`config.mk`:
```
export PLATFORM = sky130hd
export DESIGN_NAME = wd_xbar_router_flat
export DESIGN_NICKNAME = d
export VERILOG_FILES = /design/src/rtl/wd_xbar_pkg.sv /design/src/rtl/wd_xbar_router_if.sv /design/src/rtl/wd_order_fifo.sv /design/src/rtl/wd_xbar_router.sv /design/src/flat_wrapper.sv
export SDC_FILE = /design/constraint.sdc
export NUM_CORES = 1
export LEC_CHECK = 0
export BUFFER_PORTS_ARGS = -buffer_cell sky130_fd_sc_hd__buf_4
export CAP_MARGIN = 20
export CORE_MARGIN = 1
export CORE_UTILIZATION = 55
export DETAILED_ROUTE_END_ITERATION = 8
export GPL_ROUTABILITY_DRIVEN = 0
export HOLD_SLACK_MARGIN = 0.15
export PLACE_DENSITY = 0.93
export SYNTH_ARGS = -nofsm -noshare
export SYNTH_HDL_FRONTEND = slang
export SYNTH_SLANG_ARGS = --single-unit
```
`constraint.sdc`:
```
create_clock -name ACLK -period 4.7 [get_ports ACLK]
set_input_delay 1.175 -clock ACLK [delete_from_list [all_inputs] [get_ports ACLK]]
set_output_delay 1.175 -clock ACLK [all_outputs]
set_load 0.05 [all_outputs]
```
`src/rtl/wd_xbar_pkg.sv`:
```
// ============================================================================
// Module : wd_xbar_pkg
// Brief  : Shared widths and order-queue entry layout for the W-channel router.
// Rev    : 1.0 - initial release
// ============================================================================
`default_nettype none

package wd_xbar_pkg;

   localparam int LEN_W         = 8;
   localparam int ENTRY_LEN_LSB = 0;
   localparam int ENTRY_SRC_LSB = LEN_W;

   // Port-ID width: ceil(log2(n)), never narrower than one bit.
   function automatic int id_width(input int n);
      return (n > 1) ? $clog2(n) : 1;
   endfunction

endpackage

`default_nettype wire

```
`src/rtl/wd_xbar_router_if.sv`:
```
// ============================================================================
// Module : wd_xbar_router_if
// Brief  : AW-grant and W-channel signal bundle for wd_xbar_router.
// Rev    : 1.0 - initial release
// ============================================================================
`default_nettype none

interface wd_xbar_router_if
   import wd_xbar_pkg::*;
#(
   parameter int NUM_SRC = 2,
   parameter int NUM_DST = 2,
   parameter int DATA_W  = 32
);
   localparam int SRC_W  = id_width(NUM_SRC);
   localparam int DST_W  = id_width(NUM_DST);
   localparam int STRB_W = DATA_W / 8;

   logic                        aw_push;
   logic [SRC_W-1:0]            aw_src;
   logic [DST_W-1:0]            aw_dst;
   logic [LEN_W-1:0]            aw_len;
   logic                        aw_full;

   logic [NUM_SRC*DATA_W-1:0]   S_AXI_wdata;
   logic [NUM_SRC*STRB_W-1:0]   S_AXI_wstrb;
   logic [NUM_SRC-1:0]          S_AXI_wlast;
   logic [NUM_SRC-1:0]          S_AXI_wvalid;
   logic [NUM_SRC-1:0]          S_AXI_wready;

   logic [NUM_DST*DATA_W-1:0]   M_AXI_wdata;
   logic [NUM_DST*STRB_W-1:0]   M_AXI_wstrb;
   logic [NUM_DST-1:0]          M_AXI_wlast;
   logic [NUM_DST-1:0]          M_AXI_wvalid;
   logic [NUM_DST-1:0]          M_AXI_wready;

   logic [NUM_DST-1:0]          wr_done;
   logic [NUM_DST*SRC_W-1:0]    wr_done_src;
   logic [NUM_DST-1:0]          wlast_err;

   modport slave (
      input  aw_push, aw_src, aw_dst, aw_len,
      output aw_full,
      input  S_AXI_wdata, S_AXI_wstrb, S_AXI_wlast, S_AXI_wvalid,
      output S_AXI_wready,
      output M_AXI_wdata, M_AXI_wstrb, M_AXI_wlast, M_AXI_wvalid,
      input  M_AXI_wready,
      output wr_done, wr_done_src, wlast_err
   );

   modport master (
      output aw_push, aw_src, aw_dst, aw_len,
      input  aw_full,
      output S_AXI_wdata, S_AXI_wstrb, S_AXI_wlast, S_AXI_wvalid,
      input  S_AXI_wready,
      input  M_AXI_wdata, M_AXI_wstrb, M_AXI_wlast, M_AXI_wvalid,
      output M_AXI_wready,
      input  wr_done, wr_done_src, wlast_err
   );

endinterface

`default_nettype wire

```
`src/rtl/wd_order_fifo.sv`:
```
// ============================================================================
// Module : wd_order_fifo
// Brief  : Small synchronous FIFO holding AW ordering entries; head is dout.
// Rev    : 1.0 - initial release
// ============================================================================
`default_nettype none

module wd_order_fifo #(
   parameter int WIDTH = 8,
   parameter int DEPTH = 4
) (
   input  wire logic             clk,
   input  wire logic             rst_n,
   input  wire logic             push,
   input  wire logic             pop,
   input  wire logic [WIDTH-1:0] din,
   output logic      [WIDTH-1:0] dout,
   output logic                  empty,
   output logic                  full
);
   localparam int PTR_W = $clog2(DEPTH);
   localparam int CNT_W = PTR_W + 1;

   logic [WIDTH-1:0] mem [DEPTH];
   logic [PTR_W-1:0] wr_ptr;
   logic [PTR_W-1:0] rd_ptr;
   logic [CNT_W-1:0] count;
   logic             do_push;
   logic             do_pop;

   // Full is taken from the registered count, so a same-cycle pop never admits a push.
   assign full    = (count == CNT_W'(DEPTH));
   assign empty   = (count == '0);
   assign do_push = push & ~full;
   assign do_pop  = pop & ~empty;
   assign dout    = mem[rd_ptr];

   always_ff @(posedge clk or negedge rst_n) begin
      if (!rst_n) begin
         wr_ptr <= '0;
         rd_ptr <= '0;
         count  <= '0;
      end else begin
         if (do_push) wr_ptr <= wr_ptr + PTR_W'(1);
         if (do_pop)  rd_ptr <= rd_ptr + PTR_W'(1);
         case ({do_push, do_pop})
            2'b10:   count <= count + CNT_W'(1);
            2'b01:   count <= count - CNT_W'(1);
            default: count <= count;
         endcase
      end
   end

   always_ff @(posedge clk) begin
      if (do_push) mem[wr_ptr] <= din;
   end

endmodule

`default_nettype wire

```
`src/rtl/wd_xbar_router.sv`:
```
// ============================================================================
// Module : wd_xbar_router
// Brief  : AXI W-channel crossbar router steered by AW grant order, with WLAST generation.
// Rev    : 1.0 - initial release
// ============================================================================
`default_nettype none

module wd_xbar_router
   import wd_xbar_pkg::*;
#(
   parameter int NUM_SRC = 2,
   parameter int NUM_DST = 2,
   parameter int DATA_W  = 32,
   parameter int QDEPTH  = 4
) (
   input  wire logic       ACLK,
   input  wire logic       ARESETN,
   wd_xbar_router_if.slave bus
);
   localparam int SRC_W  = id_width(NUM_SRC);
   localparam int DST_W  = id_width(NUM_DST);
   localparam int STRB_W = DATA_W / 8;
   localparam int DQ_W   = SRC_W + LEN_W;

   logic [NUM_DST-1:0] dq_push, dq_pop, dq_empty, dq_full;
   logic [DQ_W-1:0]    dq_head [NUM_DST];
   logic [NUM_SRC-1:0] sq_push, sq_pop, sq_empty, sq_full;
   logic [DST_W-1:0]   sq_head [NUM_SRC];

   logic [LEN_W-1:0]   beat_cnt  [NUM_DST];
   logic [NUM_DST-1:0] route_active;
   logic [SRC_W-1:0]   route_src [NUM_DST];
   logic [NUM_SRC-1:0] src_active;
   logic [DST_W-1:0]   src_dst   [NUM_SRC];

   logic                     aw_full;
   logic                     aw_accept;
   logic [NUM_DST-1:0]       hs;
   logic [NUM_DST-1:0]       last_hs;
   logic [NUM_DST-1:0]       m_wvalid, m_wlast, wlast_err;
   logic [NUM_DST*DATA_W-1:0] m_wdata;
   logic [NUM_DST*STRB_W-1:0] m_wstrb;
   logic [NUM_DST*SRC_W-1:0]  done_src;
   logic [NUM_SRC-1:0]       s_wready;

   always_comb begin
      aw_full = 1'b0;
      for (int d = 0; d < NUM_DST; d++)
         if (bus.aw_dst == DST_W'(d)) aw_full = aw_full | dq_full[d];
      for (int s = 0; s < NUM_SRC; s++)
         if (bus.aw_src == SRC_W'(s)) aw_full = aw_full | sq_full[s];
   end

   assign aw_accept = bus.aw_push & ~aw_full;

   always_comb begin
      dq_push = '0;
      sq_push = '0;
      for (int d = 0; d < NUM_DST; d++)
         dq_push[d] = aw_accept & (bus.aw_dst == DST_W'(d));
      for (int s = 0; s < NUM_SRC; s++)
         sq_push[s] = aw_accept & (bus.aw_src == SRC_W'(s));
   end

   generate
      for (genvar d = 0; d < NUM_DST; d++) begin : g_dq
         wd_order_fifo #(.WIDTH(DQ_W), .DEPTH(QDEPTH)) u_dq (
            .clk   (ACLK),
            .rst_n (ARESETN),
            .push  (dq_push[d]),
            .pop   (dq_pop[d]),
            .din   ({bus.aw_src, bus.aw_len}),
            .dout  (dq_head[d]),
            .empty (dq_empty[d]),
            .full  (dq_full[d])
         );
      end
      for (genvar s = 0; s < NUM_SRC; s++) begin : g_sq
         wd_order_fifo #(.WIDTH(DST_W), .DEPTH(QDEPTH)) u_sq (
            .clk   (ACLK),
            .rst_n (ARESETN),
            .push  (sq_push[s]),
            .pop   (sq_pop[s]),
            .din   (bus.aw_dst),
            .dout  (sq_head[s]),
            .empty (sq_empty[s]),
            .full  (sq_full[s])
         );
      end
   endgenerate

   // A route exists only when both order queues agree on the pairing at their heads.
   always_comb begin
      route_active = '0;
      src_active   = '0;
      for (int d = 0; d < NUM_DST; d++) route_src[d] = '0;
      for (int s = 0; s < NUM_SRC; s++) src_dst[s] = '0;
      for (int d = 0; d < NUM_DST; d++) begin
         for (int s = 0; s < NUM_SRC; s++) begin
            if (!dq_empty[d] && !sq_empty[s] &&
                dq_head[d][ENTRY_SRC_LSB +: SRC_W] == SRC_W'(s) &&
                sq_head[s] == DST_W'(d)) begin
               route_active[d] = 1'b1;
               route_src[d]    = SRC_W'(s);
               src_active[s]   = 1'b1;
               src_dst[s]      = DST_W'(d);
            end
         end
      end
   end

   always_comb begin
      m_wvalid  = '0;
      m_wlast   = '0;
      m_wdata   = '0;
      m_wstrb   = '0;
      done_src  = '0;
      wlast_err = '0;
      hs        = '0;
      last_hs   = '0;
      s_wready  = '0;
      sq_pop    = '0;
      for (int d = 0; d < NUM_DST; d++) begin
         if (route_active[d]) begin
            m_wvalid[d] = bus.S_AXI_wvalid[route_src[d]];
            m_wlast[d]  = (beat_cnt[d] == dq_head[d][ENTRY_LEN_LSB +: LEN_W]);
            m_wdata[d*DATA_W +: DATA_W] = bus.S_AXI_wdata[route_src[d]*DATA_W +: DATA_W];
            m_wstrb[d*STRB_W +: STRB_W] = bus.S_AXI_wstrb[route_src[d]*STRB_W +: STRB_W];
            done_src[d*SRC_W +: SRC_W]  = route_src[d];
            hs[d]        = m_wvalid[d] & bus.M_AXI_wready[d];
            last_hs[d]   = hs[d] & m_wlast[d];
            wlast_err[d] = hs[d] & (bus.S_AXI_wlast[route_src[d]] != m_wlast[d]);
         end
      end
      for (int s = 0; s < NUM_SRC; s++) begin
         if (src_active[s]) begin
            s_wready[s] = bus.M_AXI_wready[src_dst[s]];
            sq_pop[s]   = last_hs[src_dst[s]];
         end
      end
   end

   assign dq_pop = last_hs;

   always_ff @(posedge ACLK or negedge ARESETN) begin
      if (!ARESETN) begin
         for (int d = 0; d < NUM_DST; d++) beat_cnt[d] <= '0;
      end else begin
         for (int d = 0; d < NUM_DST; d++) begin
            if (last_hs[d])
               beat_cnt[d] <= '0;
            else if (hs[d])
               beat_cnt[d] <= beat_cnt[d] + LEN_W'(1);
         end
      end
   end

   assign bus.aw_full      = aw_full;
   assign bus.S_AXI_wready = s_wready;
   assign bus.M_AXI_wdata  = m_wdata;
   assign bus.M_AXI_wstrb  = m_wstrb;
   assign bus.M_AXI_wlast  = m_wlast;
   assign bus.M_AXI_wvalid = m_wvalid;
   assign bus.wr_done      = last_hs;
   assign bus.wr_done_src  = done_src;
   assign bus.wlast_err    = wlast_err;

endmodule

`default_nettype wire

```
`src/flat_wrapper.sv`:
```
// flat-port wrapper written by rule: the top's interface ports become plain ports
module wd_xbar_router_flat import wd_xbar_pkg::*;
#(
   parameter int NUM_SRC = 2,
   parameter int NUM_DST = 2,
   parameter int DATA_W  = 32,
   parameter int QDEPTH  = 4
)
  (ACLK, ARESETN, bus_aw_push, bus_aw_src, bus_aw_dst, bus_aw_len, bus_aw_full, bus_S_AXI_wdata, bus_S_AXI_wstrb, bus_S_AXI_wlast, bus_S_AXI_wvalid, bus_S_AXI_wready, bus_M_AXI_wdata, bus_M_AXI_wstrb, bus_M_AXI_wlast, bus_M_AXI_wvalid, bus_M_AXI_wready, bus_wr_done, bus_wr_done_src, bus_wlast_err);
  wd_xbar_router_if #(.NUM_SRC(NUM_SRC), .NUM_DST(NUM_DST), .DATA_W(DATA_W)) bus_i ();
  input  wire logic ACLK;
  input  wire logic ARESETN;
  input wire logic [$bits(bus_i.aw_push)-1:0] bus_aw_push;
  input wire logic [$bits(bus_i.aw_src)-1:0] bus_aw_src;
  input wire logic [$bits(bus_i.aw_dst)-1:0] bus_aw_dst;
  input wire logic [$bits(bus_i.aw_len)-1:0] bus_aw_len;
  output wire logic [$bits(bus_i.aw_full)-1:0] bus_aw_full;
  input wire logic [$bits(bus_i.S_AXI_wdata)-1:0] bus_S_AXI_wdata;
  input wire logic [$bits(bus_i.S_AXI_wstrb)-1:0] bus_S_AXI_wstrb;
  input wire logic [$bits(bus_i.S_AXI_wlast)-1:0] bus_S_AXI_wlast;
  input wire logic [$bits(bus_i.S_AXI_wvalid)-1:0] bus_S_AXI_wvalid;
  output wire logic [$bits(bus_i.S_AXI_wready)-1:0] bus_S_AXI_wready;
  output wire logic [$bits(bus_i.M_AXI_wdata)-1:0] bus_M_AXI_wdata;
  output wire logic [$bits(bus_i.M_AXI_wstrb)-1:0] bus_M_AXI_wstrb;
  output wire logic [$bits(bus_i.M_AXI_wlast)-1:0] bus_M_AXI_wlast;
  output wire logic [$bits(bus_i.M_AXI_wvalid)-1:0] bus_M_AXI_wvalid;
  input wire logic [$bits(bus_i.M_AXI_wready)-1:0] bus_M_AXI_wready;
  output wire logic [$bits(bus_i.wr_done)-1:0] bus_wr_done;
  output wire logic [$bits(bus_i.wr_done_src)-1:0] bus_wr_done_src;
  output wire logic [$bits(bus_i.wlast_err)-1:0] bus_wlast_err;
  assign bus_i.aw_push = bus_aw_push;
  assign bus_i.aw_src = bus_aw_src;
  assign bus_i.aw_dst = bus_aw_dst;
  assign bus_i.aw_len = bus_aw_len;
  assign bus_aw_full = bus_i.aw_full;
  assign bus_i.S_AXI_wdata = bus_S_AXI_wdata;
  assign bus_i.S_AXI_wstrb = bus_S_AXI_wstrb;
  assign bus_i.S_AXI_wlast = bus_S_AXI_wlast;
  assign bus_i.S_AXI_wvalid = bus_S_AXI_wvalid;
  assign bus_S_AXI_wready = bus_i.S_AXI_wready;
  assign bus_M_AXI_wdata = bus_i.M_AXI_wdata;
  assign bus_M_AXI_wstrb = bus_i.M_AXI_wstrb;
  assign bus_M_AXI_wlast = bus_i.M_AXI_wlast;
  assign bus_M_AXI_wvalid = bus_i.M_AXI_wvalid;
  assign bus_i.M_AXI_wready = bus_M_AXI_wready;
  assign bus_wr_done = bus_i.wr_done;
  assign bus_wr_done_src = bus_i.wr_done_src;
  assign bus_wlast_err = bus_i.wlast_err;
  wd_xbar_router #(.NUM_SRC(NUM_SRC), .NUM_DST(NUM_DST), .DATA_W(DATA_W), .QDEPTH(QDEPTH)) u_core (.ACLK(ACLK), .ARESETN(ARESETN), .bus(bus_i));
endmodule
```
## Word level (Yosys, flattened, before mapping)

Memories as Yosys holds them, arrays and structs flattened.
Index checks and enable logic that the tools add are counted.

- $add $sub $neg: 18
- $mul: 0
- Div/mod/pow operators: 0
- Order comparisons: 3
- Equal/unequal tests: 16
- Shift-type cells: 4
- Multiplexer cells: 64
- Bitwise operators: 37
- Reductions and logical operators: 26

Operators with widths:

| cell | count |
|---|---|
| $shiftx A64 B7 Y32 | 2 |
| $mux W32 | 2 |
| $mux W1 | 52 |
| $mux W8 | 4 |
| $pmux W3 S2 | 4 |
| $and A1 B1 Y1 | 19 |
| $add A2 B1 Y2 const B | 8 |
| $add A8 B1 Y8 const B | 2 |
| $eq A8 B8 Y1 | 2 |
| $shiftx A8 B4 Y4 | 2 |
| $not A1 Y1 | 15 |
| $add A3 B1 Y3 const B | 4 |
| $eq A3 B3 Y1 const B | 4 |
| $logic_and A1 B1 Y1 | 12 |
| $logic_not A3 Y1 | 4 |
| $reduce_bool A2 Y1 | 6 |
| $sub A3 B1 Y3 const B | 4 |
| $eq A2 B1 Y1 const B | 4 |
| $eq A2 B2 Y1 const B | 4 |
| $mux W4 | 2 |
| $lt A1 B2 Y1 const B | 3 |
| $logic_not A1 Y1 | 4 |
| $or A1 B1 Y1 | 3 |
| $ne A1 B1 Y1 | 2 |

- Bits in registers: 44
- Bits in latches: 0
- Memory bits (writable): 80
- ROM bits: 0
- Input bits: 91
- Output and inout port bits: 85
- Word-level logic and storage cells: 186
- Memories: 4

Memory list:

| name | words | width | rd ports | clocked after memory_dff | wr ports | RTL line | source |
|---|---|---|---|---|---|---|---|
| u_core.g_dq[0].u_dq.mem | 4 | 9 | 1 | 0 | 1 | wd_order_fifo.sv:24 | `logic [WIDTH-1:0] mem [DEPTH];` |
| u_core.g_dq[1].u_dq.mem | 4 | 9 | 1 | 0 | 1 | wd_order_fifo.sv:24 |  |
| u_core.g_sq[0].u_sq.mem | 4 | 1 | 1 | 0 | 1 | wd_order_fifo.sv:24 |  |
| u_core.g_sq[1].u_sq.mem | 4 | 1 | 1 | 0 | 1 | wd_order_fifo.sv:24 |  |

## Depth between registers and ports, before layout

Gate-level depths: netlist (run 1).

- Depth in word-level cells: 17
- Gate-level depth with buffers: 13
- Depth with buffers taken out: 11

## Hierarchy

From an unflattened synthesis (run 1), not the netlist that was laid out.

- Cells, all modules: 509
- Area, all modules: 6,716.4 um^2

Modules (own cells, without submodules):

| module | instances | cells each | area an instance (um^2) | seq. area each (um^2) |
|---|---|---|---|---|
| wd_xbar_router | 1 | 254 | 2,087.0 | 400.4 |
| wd_order_fifo at u_core.g_dq[1].u_dq | 1 | 84 | 1,739.2 | 1,256.2 |
| wd_order_fifo at u_core.g_dq[0].u_dq | 1 | 85 | 1,726.7 | 1,256.2 |
| wd_order_fifo at u_core.g_sq[0].u_sq ... | 2 | 43 | 581.8 | 295.3 |

## Worst setup path before layout (run 1)

No wires, ideal clock.

- Path kind: input-to-output
- Start: input port bus_S_AXI_wvalid[1]
- End: output port bus_wlast_err[0]
- Arrival time: 2.850 ns
- Required time: 3.525 ns
- Slack: 0.675 ns
- Stages: 4
- Buffers on the path: 0
- Cell sequence: and2_1 > a32o_1 > nand2_1 > nor2_1

- Word-level cells in the longest chain between the ends: 5

Ends and longest elaborated chain:

| what | RTL line | source |
|---|---|---|
| start: declaration | flat_wrapper.sv:21 | `input wire logic [$bits(bus_i.S_AXI_wvalid)-1:0] bus_S_AXI_wvalid;` |
| $mux W1 (implied by the code) (2 in a row) | wd_xbar_router.sv:125 | `m_wvalid[d] = bus.S_AXI_wvalid[route_src[d]];` |
| $and A1 B1 Y1 | wd_xbar_router.sv:130 | `hs[d] = m_wvalid[d] & bus.M_AXI_wready[d];` |
| $and A1 B1 Y1 | wd_xbar_router.sv:132 | `wlast_err[d] = hs[d] & (bus.S_AXI_wlast[route_src[d]] != m_wlast[d]);` |
| $mux W1 | wd_xbar_router.sv:124 | `if (route_active[d]) begin` |
| end: declaration | flat_wrapper.sv:30 | `output wire logic [$bits(bus_i.wlast_err)-1:0] bus_wlast_err;` |

No other way between the ends. The select of a mux whose other input is x is not followed.

## Worst setup path after layout (run 1)

- Start: register u_core.g_dq[0].u_dq.rd_ptr[1]
- End: output port bus_wlast_err[0]

- Word-level cells in the longest chain between the ends: 9
- Elaborated cells on any way between the ends: 18
- Classes of those cells: eq/ne: 2; mux: 8; bitwise: 3; reduce/logical: 4; memory: 1

Ends and longest elaborated chain:

| what | RTL line | source |
|---|---|---|
| start: declaration | wd_order_fifo.sv:26 | `logic [PTR_W-1:0] rd_ptr;` |
| start signal: assignment | wd_order_fifo.sv:45 | `if (do_pop) rd_ptr <= rd_ptr + PTR_W'(1);` |
| $mem_v2 Z4 W9 (*) | - |  |
| $logic_and A1 B1 Y1 | wd_xbar_router.sv:100 | `if (!dq_empty[d] && !sq_empty[s] &&` |
| $logic_and A1 B1 Y1 | wd_xbar_router.sv:101 | `dq_head[d][ENTRY_SRC_LSB +: SRC_W] == SRC_W'(s) &&` |
| $mux W1 | wd_xbar_router.sv:100 |  |
| $mux W1 (on tied branches) (2 in a row) | wd_xbar_router.sv:125, wd_xbar_router.sv:132 |  |
| $and A1 B1 Y1 / $ne A1 B1 Y1 (equally long branches) | wd_xbar_router.sv:130, wd_xbar_router.sv:132 |  |
| $and A1 B1 Y1 | wd_xbar_router.sv:132 |  |
| $mux W1 (*) | wd_xbar_router.sv:124 |  |

Mark *: on every way between the ends. The rest lies on a longest branch, timed or not. The select of a mux whose other input is x is not followed.

==> flow_summary_export.csv, run 1 <==
group,metric,value,unit
finish,layout-drive-gt1-share,35.6,%
power_and_ir_drop,seqPwrFrac,30.8,%
global_routing,grt_util_met1,38.1,%
clock_tree,clkLatencyLatePin,420,ps
job,max_cap_viol_count,0,
finish,stdcell_area,8640,µm²
finish,layout-area-overhead-vs-synth,32.4,%
clock_tree,cts_made_buffers,17,
routing,routed_wl,19700,µm
timing,worstMarginPinSlew,1000,ps
synth,ys_seq_elements,124,
setup_path,startpoint_type,"flop",
clock_tree,clkTransAtPathRegs,50,ps
min_path,hold_depth,1,
timing,finClkSkew,9.49,ps
clock_tree,holdBufCountCts,0,
clock_tree,cts_repair_resize_count,0,
global_routing,grt_use_met2,55.9,%
setup_path,cp-endpoint,"bus_wlast_err[0]",
clock_tree,cts_tree,"built",
timing,finalCritPeriodShare,94.9,%
timing,finalHoldViolCount,0,
synth,synth_top_area_share,36.8,%
power_and_ir_drop,p_comb_share,38.1,%
global_routing,track_usage,33.0,%
clock_tree,postCtsSetupBuffers,0,
setup_path,regToRegStartpoint,"u_core.g_dq[1].u_dq.rd_ptr[0]$_DFFE_PN0P_",
finish,final_util,75.3,%
routing,drt_iter0_markers,634,
routing,viasPerCell,6.33,
setup_path,crit_type,"reg2out",
global_routing,grt_pass1_wl,30000,µm
synth,synthSimpleGateAreaFrac,8.23,%
timing,slew_headroom,32.9,%
synth,synthCells,497,
setup_path,rrSetupSlack,750,ps
finish,most-common-layout-cells,"181 x buf_4, 83 x a22o_1, 80 x edfxtp_1",
routing,dr_total_vias,5267,
timing,slew_viol_final,0,
floorplanning,rows,39,
floorplanning,io-pin-count,176,
synth,synthTopCellsByArea,"edfxtp_1 37%, dfrtp_1 17%, a22o_1 11%, mux4_2 6.9%, ha_1 4.2%",
routing,drt_pass1_iterations,7,
timing,setup_tns,0,ps
power_and_ir_drop,p_per_area,565,nW/µm²
placed_design,dp_cells,796,
synth,async_flop_share,35.5,%
floorplanning,core,11500,µm²
synth,muxShareOfSynthArea,8.19,%
clock_tree,ctsRootBufferMaster,"clkbuf_16",
placed_design,place_area,7950,µm²
power_and_ir_drop,ir_worst_vdd,0.000391,V
floorplanning,dieArea,12300,µm²
timing,max_freq,224,MHz
synth,synthFlopType,"edfxtp_1",
placed_design,place_hpwl,13600,µm
timing,setup_viol,0,
global_routing,antenna_found_initial,4,
synth,synth_largest_area_cell,"edfxtp_1",
clock_tree,htreeDepth,4,
synth,syn_area_per_cell,13.1,µm²
global_routing,grt_pass1_vias,5321,
placed_design,io_buffer_count,175,
floorplanning,start_util,56.9,%
synth,yosysWarnings,0,
clock_tree,clockBufferDepth,2,
setup_path,worstPathArrival,3290,ps
synth,netlist_area,6520,µm²
global_routing,grt_busiest_layer,"met2",
synth,synthAdderAreaFrac,5.45,%
synth,synth_top_family_by_area,"compound AO/OA/AOI/OAI gates",
setup_path,crit_required,3520,ps
outcome,status,"complete, no violations",
routing,drc,0,
finish,stdcell_count,832,
global_routing,grt_max_degree,45,
global_routing,overflow,0,
setup_path,r2r_end,"u_core.g_sq[0].u_sq.count[2]$_DFFE_PN0P_",
synth,seq_area_frac_synth,53.7,%
min_path,hold_path.class,"reg2reg",
finish,layout_commonest_cell,"buf_4",
synth,synth-compound-area-share,14.9,%
power_and_ir_drop,leakagePower,3.73,nW
power_and_ir_drop,power.total,0.00488,W
floorplanning,die_w,111,µm
routing,drtAntennaViolNets,0,
synth,synth.distinct_cells,48,
power_and_ir_drop,netSwitchingPower,0.00185,W
setup_path,startpoint,"u_core.g_dq[0].u_dq.rd_ptr[1]$_DFFE_PN0P_",
synth,synth-xor-area-share,5.64,%
synth,synth_edf_count,80,
power_and_ir_drop,p_int,0.00302,W
routing,drt-wirelength-per-cell,23.7,µm
setup_path,worst-r2r-cell-count,12,
setup_path,worstSetupEndpointType,"primary output",
setup_path,crit_fanout,23,
timing,rsz0062_at_grt,"no",
power_and_ir_drop,power_frac_clock,31.1,%
timing,finalCriticalPeriod,4460,ps
power_and_ir_drop,swShare,38.0,%
finish,nets,789,
global_routing,met3_usage,8.04,%
floorplanning,die_h,111,µm
clock_tree,clock-sinks,124,
synth,synthesis.nets,614,
through the flow:
step,worst slack (ps),hold slack (ps)
after floorplan,675,454
after global placement,912,470
after detailed placement,808,476
after CTS,296,483
after global routing,132,511
final,240,489
worst min-delay path by stage:
| stage | startpoint | to |
|---|---|---|
| 2_1_floorplan | u_core.g_sq[0].u_sq.rd_ptr[1]$_DFFE_PN0P_ | u_core.g_sq[0].u_sq.rd_ptr[1]$_DFFE_PN0P_ |
| 3_3_place_gp | u_core.g_sq[1].u_sq.rd_ptr[1]$_DFFE_PN0P_ | u_core.g_sq[1].u_sq.rd_ptr[1]$_DFFE_PN0P_ |
| 3_5_place_dp | u_core.g_dq[1].u_dq.count[2]$_DFFE_PN0P_ | u_core.g_dq[1].u_dq.count[2]$_DFFE_PN0P_ |
| 4_1_cts | u_core.g_dq[1].u_dq.count[2]$_DFFE_PN0P_ | u_core.g_dq[1].u_dq.count[2]$_DFFE_PN0P_ |
| 5_1_grt | u_core.g_sq[1].u_sq.rd_ptr[1]$_DFFE_PN0P_ | u_core.g_sq[1].u_sq.rd_ptr[1]$_DFFE_PN0P_ |
| 6_report | u_core.g_dq[1].u_dq.count[2]$_DFFE_PN0P_ | u_core.g_dq[1].u_dq.count[2]$_DFFE_PN0P_ |
power groups by stage:
stage / Combinational, W / Sequential, W / Clock [W]
2_1_floorplan: 0.00128 / 0.00146 / 0
3_3_place_gp: 0.00171 / 0.00148 / 0
3_5_place_dp: 0.00182 / 0.00150 / 0
4_1_cts: 0.00185 / 0.00150 / 0.00151
5_1_grt: 0.00195 / 0.00152 / 0.00157
6_report: 0.00186 / 0.00150 / 0.00152
layout make-up:
| type | instances | area [µm²] |
|---|---|---|
| Multi-Input combinational cell | 314 | 2780 |
| Tap cell | 143 | 179 |
| Fill cell | 666 | 2830 |
| Clock inverter | 10 | 210 |
| Timing Repair Buffer | 181 | 1360 |
| Antenna cell | 4 | 10.0 |
| Inverter | 34 | 128 |
| Clock buffer | 22 | 474 |
| Sequential cell | 124 | 3500 |
logic make-up after synthesis:
kind of cell / Yosys count
multiplexers: 28
buffers and inverters: 59
AND/OR/NAND/NOR: 97
XOR/XNOR: 42
adder cells (fa/ha/maj): 26
AO/OA/AOI/OAI: 121
flip-flops: 124
per-layer routing:
layer / vias to the layer above / routed length [µm]
met3: 69 / 1490
met2: 342 / 10100
met1: 2615 / 7170
met4: 0 / 940
met5: - / 0
li1: 2241 / -
worst max-delay path, stage by stage (launching register included):
cell and delay (ps):
dfrtp_1 650, mux4_2 380, nor2b_1 310, and3_1 770, mux2i_1 330, xor2_1 170
nor2_1 50, buf_4 200
registers in the layout, summed over array words and instances, names as in the netlist:
register,count
u_core.g_sq.u_sq.mem,8
u_core.g_dq.u_dq.count,6
u_core.g_dq.u_dq.mem,72
u_core.g_dq.u_dq.rd_ptr,4
u_core.g_dq.u_dq.wr_ptr,4
u_core.beat_cnt,16
u_core.g_sq.u_sq.count,6
u_core.g_sq.u_sq.rd_ptr,4
u_core.g_sq.u_sq.wr_ptr,4
Yosys cell counts (5+ instances only):
cell type  instances
xnor2_1           27
nand2_1           19
nor3_1             7
a22o_1            83
mux4_2            20
inv_1             34
ha_1              22
dfrtp_1           44
nor2b_1            8
nor2_1            21
edfxtp_1          80
nand3_1            5
mux2i_1            5
clkbuf_1          16
xor2_1            15
and3_1             9
and2_1            10
o21ai_0           14
Note: power is estimated with default switching activity, not from simulation.
==> run 2: changes to the inputs <==
SYNTH_HIERARCHICAL = 1   (was unset)
==> run 2 against run 1 <==
Effect of this change: die area grew 2.9%; design area rose by 2.3%; first-iteration DRC count down 19%; sequential share of layout area down 0.88 points; worst hold slack improved by 17 ps; final cell count grew 1.3%; non-clock buffer count grew 3; critical path type unchanged; critical endpoint is now bus_wr_done[0]; largest power group unchanged; highest routed layer unchanged.
==> flow_summary_export.csv, run 2 <==
group,metric,value,unit
setup_path,crit_fanout,11,
clock_tree,htreeDepth,4,
finish,layout-area-overhead-vs-synth,31.5,%
timing,setup_tns,0,ps
floorplanning,rows,39,
min_path,hold_path.class,"reg2reg",
global_routing,grt_pass1_vias,5467,
synth,synthTopCellsByArea,"edfxtp_1 36%, dfrtp_1 16%, a22o_1 9.9%, mux4_2 6.7%, ha_1 4.1%",
timing,whs,506,ps
synth,synth_edf_count,80,
finish,layout-drive-gt1-share,38.0,%
global_routing,antenna_found_initial,0,
global_routing,grt_pass1_wl,29400,µm
routing,drt_iter0_markers,516,
power_and_ir_drop,seqPwrFrac,30.8,%
floorplanning,core,11700,µm²
setup_path,crit_type,"reg2out",
timing,finClkSkew,10.2,ps
routing,drtAntennaViolNets,0,
routing,routed_wl,18800,µm
timing,slew_headroom,40.6,%
routing,drc,0,
synth,syn_area_per_cell,13.2,µm²
setup_path,startpoint_type,"flop",
placed_design,place_area,8190,µm²
synth,synth-compound-area-share,15.4,%
synth,seq_area_frac_synth,52.2,%
synth,synth-xor-area-share,5.22,%
floorplanning,dieArea,12700,µm²
synth,synth_top_area_share,35.8,%
synth,synth_top_family_by_area,"compound AO/OA/AOI/OAI gates",
synth,synth_largest_area_cell,"edfxtp_1",
clock_tree,ctsRootBufferMaster,"clkbuf_16",
clock_tree,clock-sinks,124,
timing,rsz0062_at_grt,"no",
synth,synth.distinct_cells,48,
synth,synthSimpleGateAreaFrac,10.2,%
setup_path,worstSetupEndpointType,"primary output",
floorplanning,die_h,113,µm
placed_design,dp_cells,811,
finish,largest_register_ffs,72,
power_and_ir_drop,swShare,39.0,%
timing,finalCriticalPeriod,4400,ps
finish,nets,804,
finish,stdcell_area,8830,µm²
synth,synthCells,509,
global_routing,overflow,0,
timing,finalCritPeriodShare,93.6,%
clock_tree,clkTransAtPathRegs,60,ps
synth,synthTopCellsByCount,"80 x edfxtp_1, 76 x a22o_1, 44 x dfrtp_1",
timing,worstMarginPinSlew,885,ps
job,max_cap_viol_count,0,
placed_design,place_hpwl,13200,µm
power_and_ir_drop,p_per_area,573,nW/µm²
clock_tree,clockBufferDepth,2,
synth,synthesis.nets,626,
floorplanning,io-pin-count,176,
power_and_ir_drop,power_frac_clock,28.1,%
clock_tree,cts_made_buffers,17,
synth,netlist_area,6720,µm²
power_and_ir_drop,p_comb_share,41.1,%
outcome,status,"complete, no violations",
clock_tree,holdBufCountCts,0,
synth,async_flop_share,35.5,%
timing,finalHoldViolCount,0,
power_and_ir_drop,ir_worst_vdd,0.000417,V
global_routing,track_usage,30.9,%
floorplanning,die_w,113,µm
synth,synthFlopType,"edfxtp_1",
clock_tree,cts_repair_resize_count,0,
setup_path,worstPathArrival,3220,ps
synth,ys_seq_elements,124,
power_and_ir_drop,leakagePower,3.78,nW
clock_tree,cts_tree,"built",
routing,drt_pass1_iterations,6,
finish,final_util,75.8,%
finish,regMostFlops,"u_core/g_dq.u_dq/mem",
placed_design,io_buffer_count,175,
timing,slew_viol_final,0,
finish,diodes,0,
clock_tree,postCtsSetupBuffers,0,
setup_path,crit_required,3520,ps
synth,synth_most_common_cell,"edfxtp_1",
floorplanning,start_util,57.6,%
power_and_ir_drop,p_int,0.00309,W
finish,layout_commonest_cell,"buf_4",
routing,viasPerCell,6.39,
synth,yosysWarnings,6,
routing,drt-wirelength-per-cell,22.3,µm
timing,max_freq,227,MHz
clock_tree,clkLatencyLatePin,410,ps
routing,dr_total_vias,5388,
finish,stdcell_count,843,
timing,setup_viol,0,
power_and_ir_drop,netSwitchingPower,0.00197,W
synth,synthAdderAreaFrac,5.29,%
finish,top_regs,"u_core/g_dq.u_dq/mem: 72 flops, u_core/beat_cnt: 16 flops, u_core/g_sq.u_sq/mem: 8 flops",
finish,most-common-layout-cells,"184 x buf_4, 80 x edfxtp_1, 76 x a22o_1",
synth,muxShareOfSynthArea,8.49,%
global_routing,grt_max_degree,45,
[run 2: cells by family (layout without fill, tap and decap cells)]
kind of cell | Yosys count | in the layout
compound gates | 126 | 126
flops | 124 | 124
simple gates | 108 | 108
buf+inv | 55 | 246
xor+xnor | 40 | 40
mux | 30 | 30
fa+ha+maj | 26 | 26
[run 2: stage by stage]
stage / total power [W] / worst slack [ps]
after floorplan: 0.00298 / 534
after CTS: 0.00506 / 226
after global placement: 0.00350 / 857
after global routing: 0.00526 / 60.7
after detailed placement: 0.00361 / 741
final: 0.00506 / 303
[run 2: layer usage]
metal	part of all wire [%]	up-vias	global-route usage, %
met5	0	-	0
met4	4.0	0	14.0
met3	7.7	79	7.56
met2	53	359	55.6
met1	36	2630	34.7
li1	-	2320	-
[run 2: final timing paths]
path,endpoint,cells past startpoint,slack (ps),startpoint
max in group asynchronous,u_core/g_dq[1].u_dq/rd_ptr[0]$_DFFE_PN0P_,1,3510,ARESETN
min reg2reg,u_core/g_sq[0].u_sq/rd_ptr[1]$_DFFE_PN0P_,1,510,u_core/g_sq[0].u_sq/rd_ptr[1]$_DFFE_PN0P_
min,u_core/g_sq[0].u_sq/rd_ptr[1]$_DFFE_PN0P_,1,510,u_core/g_sq[0].u_sq/rd_ptr[1]$_DFFE_PN0P_
min in group asynchronous,u_core/g_sq[0].u_sq/rd_ptr[1]$_DFFE_PN0P_,1,770,ARESETN
max reg2reg,u_core/g_sq[0].u_sq/count[2]$_DFFE_PN0P_,12,620,u_core/g_dq[0].u_dq/rd_ptr[0]$_DFFE_PN0P_
max,bus_wr_done[0],5,300,u_core/g_dq[0].u_dq/rd_ptr[0]$_DFFE_PN0P_
[run 2: area by class of cell]
cell class	count	area (µm²)
Fill cell	690	2830
Multi-Input combinational cell	330	3010
Clock inverter	7	159
Sequential cell	124	3500
Tap cell	143	179
Inverter	30	113
Clock buffer	25	485
Timing Repair Buffer	184	1380
[run 2: worst max-delay path, stage by stage, from the launching register on]
cell and delay (ps):
dfrtp_1 740, mux4_2 610, xnor2_1 220, nand4_1 400, nor3_2 540, buf_4 290
[run 2: power by group through the flow]
stage | sequential, W | combinational [W] | clock (W)
5_1_grt | 0.00158 | 0.00220 | 0.00148
3_3_place_gp | 0.00154 | 0.00196 | 0
6_report | 0.00156 | 0.00208 | 0.00142
2_1_floorplan | 0.00150 | 0.00147 | 0
3_5_place_dp | 0.00156 | 0.00204 | 0
4_1_cts | 0.00155 | 0.00207 | 0.00143
